### config.mk
export PLATFORM = sky130hd
export DESIGN_NAME = rv16_csr_issue
export DESIGN_NICKNAME = d
export VERILOG_FILES = /design/src/rtl/rv16_csr_issue.sv
export SDC_FILE = /design/constraint.sdc
export NUM_CORES = 1
export LEC_CHECK = 0
export ABC_AREA = 1
export CAP_MARGIN = 20
export CORE_MARGIN = 10
export CORE_UTILIZATION = 30
export CTS_CLUSTER_SIZE = 24
export DETAILED_ROUTE_END_ITERATION = 8
export HOLD_SLACK_MARGIN = 0.15
export PLACE_DENSITY = 0.59
export SLEW_MARGIN = 25
export SYNTH_ARGS = -nofsm -noshare
export SYNTH_HDL_FRONTEND = slang
export SYNTH_SLANG_ARGS = --single-unit
### constraint.sdc
create_clock -name clk -period 4.1 [get_ports clk]
set_clock_uncertainty 0.1 [all_clocks]
set_input_delay 1.025 -clock clk [delete_from_list [all_inputs] [get_ports clk]]
set_output_delay 1.025 -clock clk [all_outputs]
set_load 0.005 [all_outputs]
### src/rtl/rv16_csr_issue.sv
// CSR instruction issue stage for the RV16 core.
// Accepts one SYSTEM-opcode instruction at a time, issues a single-cycle request to the
// CSR unit, waits for its registered response and writes the old CSR value back to rd.
// Illegal encodings raise o_illegal; a CSR unit that never answers raises o_timeout.
//
// Ports:
//   clk, rst_n                 clock, asynchronous active-low reset
//   i_instr_valid/o_instr_ready instruction handshake (ready only in IDLE)
//   i_instr, i_rs1_data        instruction word and rs1 value, sampled at accept
//   o_csr_valid/addr/wdata/op  one-cycle request to the CSR unit
//   i_csr_rdata, i_csr_ready   CSR unit response (old value)
//   o_rd_we/addr/data          register-file writeback
//   o_illegal, o_timeout       one-cycle error pulses
module rv16_csr_issue #(
  parameter int unsigned TIMEOUT_CYCLES = 16
) (
  input  logic        clk,
  input  logic        rst_n,
  input  logic        i_instr_valid,
  output logic        o_instr_ready,
  input  logic [31:0] i_instr,
  input  logic [31:0] i_rs1_data,
  output logic        o_csr_valid,
  output logic [11:0] o_csr_addr,
  output logic [31:0] o_csr_wdata,
  output logic [2:0]  o_csr_op,
  input  logic [31:0] i_csr_rdata,
  input  logic        i_csr_ready,
  output logic        o_rd_we,
  output logic [4:0]  o_rd_addr,
  output logic [31:0] o_rd_data,
  output logic        o_illegal,
  output logic        o_timeout
);

  localparam int unsigned CntW = $clog2(TIMEOUT_CYCLES + 1);

  typedef enum logic [1:0] {StIdle, StIssue, StWait, StWb} state_e;

  state_e            state_q, state_d;
  logic [CntW-1:0]   cnt_q, cnt_d;
  logic [4:0]        rd_q, rd_d;
  logic              instr_ready_q, instr_ready_d;
  logic              csr_valid_q, csr_valid_d;
  logic [11:0]       csr_addr_q, csr_addr_d;
  logic [31:0]       csr_wdata_q, csr_wdata_d;
  logic [2:0]        csr_op_q, csr_op_d;
  logic              rd_we_q, rd_we_d;
  logic [4:0]        rd_addr_q, rd_addr_d;
  logic [31:0]       rd_data_q, rd_data_d;
  logic              illegal_q, illegal_d;
  logic              timeout_q, timeout_d;

  // Instruction field decode
  logic [6:0] opcode;
  logic [2:0] funct3;
  logic [4:0] rs1_field;
  logic [4:0] rd_field;
  logic       legal;
  logic [2:0] op_dec;

  assign opcode    = i_instr[6:0];
  assign funct3    = i_instr[14:12];
  assign rs1_field = i_instr[19:15];
  assign rd_field  = i_instr[11:7];
  // funct3 of 000 or 100 is not a CSR access
  assign legal     = (opcode == 7'b1110011) && (funct3[1:0] != 2'b00);

  // Set/clear with x0 or zimm 0 must not write the CSR, so degrade to read-only
  always_comb begin
    op_dec = {1'b0, funct3[1:0]};
    if (funct3[1] && (rs1_field == 5'd0)) begin
      op_dec = 3'b000;
    end
  end

  always_comb begin
    state_d     = state_q;
    cnt_d       = cnt_q;
    rd_d        = rd_q;
    csr_valid_d = 1'b0;
    csr_addr_d  = csr_addr_q;
    csr_wdata_d = csr_wdata_q;
    csr_op_d    = csr_op_q;
    rd_we_d     = 1'b0;
    rd_addr_d   = rd_addr_q;
    rd_data_d   = rd_data_q;
    illegal_d   = 1'b0;
    timeout_d   = 1'b0;

    unique case (state_q)
      StIdle: begin
        if (i_instr_valid) begin
          if (legal) begin
            state_d     = StIssue;
            csr_valid_d = 1'b1;
            csr_addr_d  = i_instr[31:20];
            csr_op_d    = op_dec;
            csr_wdata_d = funct3[2] ? {27'd0, rs1_field} : i_rs1_data;
            rd_d        = rd_field;
          end else begin
            illegal_d = 1'b1;
          end
        end
      end
      StIssue: begin
        state_d = StWait;
        cnt_d   = '0;
      end
      StWait: begin
        // A response in the expiry cycle still wins over the timeout
        if (i_csr_ready) begin
          state_d   = StWb;
          rd_data_d = i_csr_rdata;
          rd_addr_d = rd_q;
          rd_we_d   = (rd_q != 5'd0);
        end else if (cnt_q == CntW'(TIMEOUT_CYCLES - 1)) begin
          state_d   = StIdle;
          timeout_d = 1'b1;
        end else begin
          cnt_d = cnt_q + CntW'(1);
        end
      end
      StWb: begin
        state_d = StIdle;
      end
      default: begin
        state_d = StIdle;
      end
    endcase

    instr_ready_d = (state_d == StIdle);
  end

  always_ff @(posedge clk or negedge rst_n) begin
    if (!rst_n) begin
      state_q       <= StIdle;
      cnt_q         <= '0;
      rd_q          <= 5'd0;
      instr_ready_q <= 1'b1;
      csr_valid_q   <= 1'b0;
      csr_addr_q    <= 12'd0;
      csr_wdata_q   <= 32'd0;
      csr_op_q      <= 3'd0;
      rd_we_q       <= 1'b0;
      rd_addr_q     <= 5'd0;
      rd_data_q     <= 32'd0;
      illegal_q     <= 1'b0;
      timeout_q     <= 1'b0;
    end else begin
      state_q       <= state_d;
      cnt_q         <= cnt_d;
      rd_q          <= rd_d;
      instr_ready_q <= instr_ready_d;
      csr_valid_q   <= csr_valid_d;
      csr_addr_q    <= csr_addr_d;
      csr_wdata_q   <= csr_wdata_d;
      csr_op_q      <= csr_op_d;
      rd_we_q       <= rd_we_d;
      rd_addr_q     <= rd_addr_d;
      rd_data_q     <= rd_data_d;
      illegal_q     <= illegal_d;
      timeout_q     <= timeout_d;
    end
  end

  assign o_instr_ready = instr_ready_q;
  assign o_csr_valid   = csr_valid_q;
  assign o_csr_addr    = csr_addr_q;
  assign o_csr_wdata   = csr_wdata_q;
  assign o_csr_op      = csr_op_q;
  assign o_rd_we       = rd_we_q;
  assign o_rd_addr     = rd_addr_q;
  assign o_rd_data     = rd_data_q;
  assign o_illegal     = illegal_q;
  assign o_timeout     = timeout_q;

endmodule

==> flow_summary.json <==
{
  "status": "finished, final reports clean",
  "synthTopCellsByArea": "dfrtp_1, nand2_1, nand3_1, nor2_1, inv_1",
  "drc": 0,
  "dp_cells": 865,
  "cts.sinks": 100,
  "grt_pass1_wl_um": 21600,
  "drive_above_1_share": 0.0514,
  "numCtsBuffers": 9,
  "globalplace.congestion": 0.817,
  "drt_iter0_drc": 150,
  "firstDrtPassIters": 4,
  "avgSynthCellArea_um2": 8.30,
  "htree_num_levels": 3,
  "clockBufferDepth": 2,
  "ctsRootBufferMaster": "clkbuf_16",
  "syn_nets": 621,
  "grt_pass1_vias": 3954,
  "cp_cell_sequence": "clkdlybuf4s50_1",
  "slowest_delay_ps": 520,
  "grt_overflow": 0,
  "cp-end-kind": "output pin",
  "wire_per_inst_um": 15.0,
  "cts_hold_buffers": 0,
  "synth_seq_cells": 100,
  "synth_top_cell_by_area": "dfrtp_1",
  "p_leak_uw": 0.00335,
  "hold_viol": 0,
  "drtAntennaViolNets": 0,
  "hold_path.class": "flop to flop",
  "synthDominantCellAreaShare": 0.575,
  "worstPathRequired_ps": 2970,
  "dp_hpwl_um": 9510,
  "cellPowerDensity_nw_per_um2": 476,
  "setup_violations": 0,
  "min_period_ps": 2470,
  "worstSetupPathType": "flop to output pin",
  "ioPinCount": 189,
  "grt.total_usage": 0.134,
  "min_period_over_period": 0.604,
  "fin_tns_setup_ps": 0,
  "ys_types": 23,
  "fin_nets": 798,
  "ys_warn_count": 0,
  "rows": 43,
  "grt_antenna_before_repair": 1,
  "grt_max_degree": 84,
  "dieArea_um2": 19500,
  "fp.coreArea_um2": 14000,
  "synth_most_common_cell": "nand2_1",
  "worstPathArrival_ps": 1350,
  "syn_area_um2": 4310,
  "cap_violations": 0,
  "slew_headroom": 0.502,
  "cts_tree": "yes",
  "hold_slack_ps": 371,
  "fin_cells": 882,
  "num_vias": 3873,
  "start_util": 0.308,
  "critPathLaunchType": "flop",
  "ys_top_cells_by_count": "nand2_1, dfrtp_1, nand3_1",
  "vias_per_cell": 4.39,
  "critPathBufInv": 1,
  "worst_pin_slew_ps": 747,
  "postCtsSetupBuffers": 0,
  "synth_edf_count": 0,
  "die_h_um": 140,
  "synth_flop_cell": "dfrtp_1",
  "area_delta_synth_final_pct": 52.9,
  "async_flop_share": 1.00,
  "ir_drop_v": 0.000230,
  "ys_seq_area_frac": 0.582,
  "cp_top_family": "flip-flops",
  "clk_pin_slew_worst_paths_ps": 70,
  "die_w_um": 140,
  "drt-total-wl_um": 13200,
  "post_cts_resized": 0,
  "cpMaxStageDelayCell": "dfstp_2",
  "crit_fanout": 1,
  "netlist_instances": 519,
  "clkLatencyLatePin_ps": 340,
  "fmax_mhz": 404,
  "rsz0062_at_grt": "no",
  "numPortBuffers": 187,
  "slew_violations": 0
}
[where the power goes]
part           leakage, uW  switching [uW]  internal [uW]
registers          0.00133             121           1200
clock network     0.000150             363            492
logic              0.00187             427            524
total              0.00335             911           2220
[layout by cell type (no fill, tap or decap)]
cell and instances:
a21oi_1 3, buf_4 5, buf_6 1, bufinv_16 1, clkbuf_1 1, clkbuf_16 9, clkbuf_8 1, clkdlybuf4s50_1 186
clkinv_2 1, clkinv_4 3, conb_1 1, dfrtp_1 99, dfstp_2 1, diode_2 1, ha_1 2, inv_1 39
inv_2 5, mux2_2 4, nand2_1 240, nand2_2 1, nand3_1 43, nand3_2 3, nand4_1 1, nor2_1 41
nor2_8 1, nor3_1 2, o21ai_0 5, o22ai_1 1, xnor2_1 1
[logic make-up after synthesis]
| family | synth area share |
|---|---|
| AOI/OAI and AO/OA | 0.0108 |
| xor gates and xnor gates | 0.00203 |
| adders and majority gates | 0.00581 |
| buffers and inverters | 0.0767 |
| DFF | 0.582 |
| muxes | 0.0105 |
| other | 0.000871 |
| and+or+nand+nor | 0.312 |
[area by class of cell]
| type | count | area (um2) |
|---|---|---|
| clock buffers | 11 | 243 |
| flip-flops and latches | 100 | 2500 |
| fillers | 1379 | 7410 |
| inverters | 44 | 165 |
| well taps | 180 | 225 |
| multi-input cells | 349 | 1470 |
| clock inverters | 5 | 61.3 |
| diodes | 1 | 2.50 |
| repair buffers | 192 | 1910 |
[per-layer routing]
layer | wire (um) | GRT usage
met1 | 5810 | 0.166
met2 | 5690 | 0.197
met3 | 1520 | 0.0711
met4 | 158 | 0.0408
met5 | 0 | 0
[through the flow]
stage | setup WS, ps | util | instance area (um2) | total power (uW)
2_1_floorplan | 2200 | - | 4310 | 1710
3_3_place_gp | 1330 | 0.448 | 6270 | 2290
3_5_place_dp | 1260 | 0.449 | 6280 | 2320
4_1_cts | 1590 | 0.470 | 6580 | 3190
5_1_grt | 1480 | 0.470 | 6580 | 3350
6_report | 1630 | 0.471 | 6580 | 3130
[state kept, by name, summed over array words and instances, names as in the netlist, 2 cells and up]
signal,flops
cnt_q,5
o_csr_addr,12
o_csr_op,2
o_csr_wdata,32
o_rd_addr,5
o_rd_data,32
rd_q,5
state_q,2
[worst register-to-register path: stages (launching register included)]
cell and delay, ps:
dfrtp_1 380, inv_2 70, nand2_2 70, inv_2 480, nand2_1 100, buf_4 290, nand2_1 100, o21ai_0 80
[path summary, 6_finish.rpt]
check                               from             to  slack [ps]  cells past startpoint
min reg2reg                o_rd_data[17]  o_rd_data[17]         370                      2
max                        o_instr_ready  o_instr_ready        1630                      1
min                        o_rd_data[17]  o_rd_data[17]         370                      2
min in group asynchronous          rst_n       cnt_q[2]         630                      1
max in group asynchronous          rst_n   o_rd_data[7]        2500                      2
max reg2reg                   state_q[0]   o_rd_addr[1]        2280                      7
(Power assumes the default switching activity.)
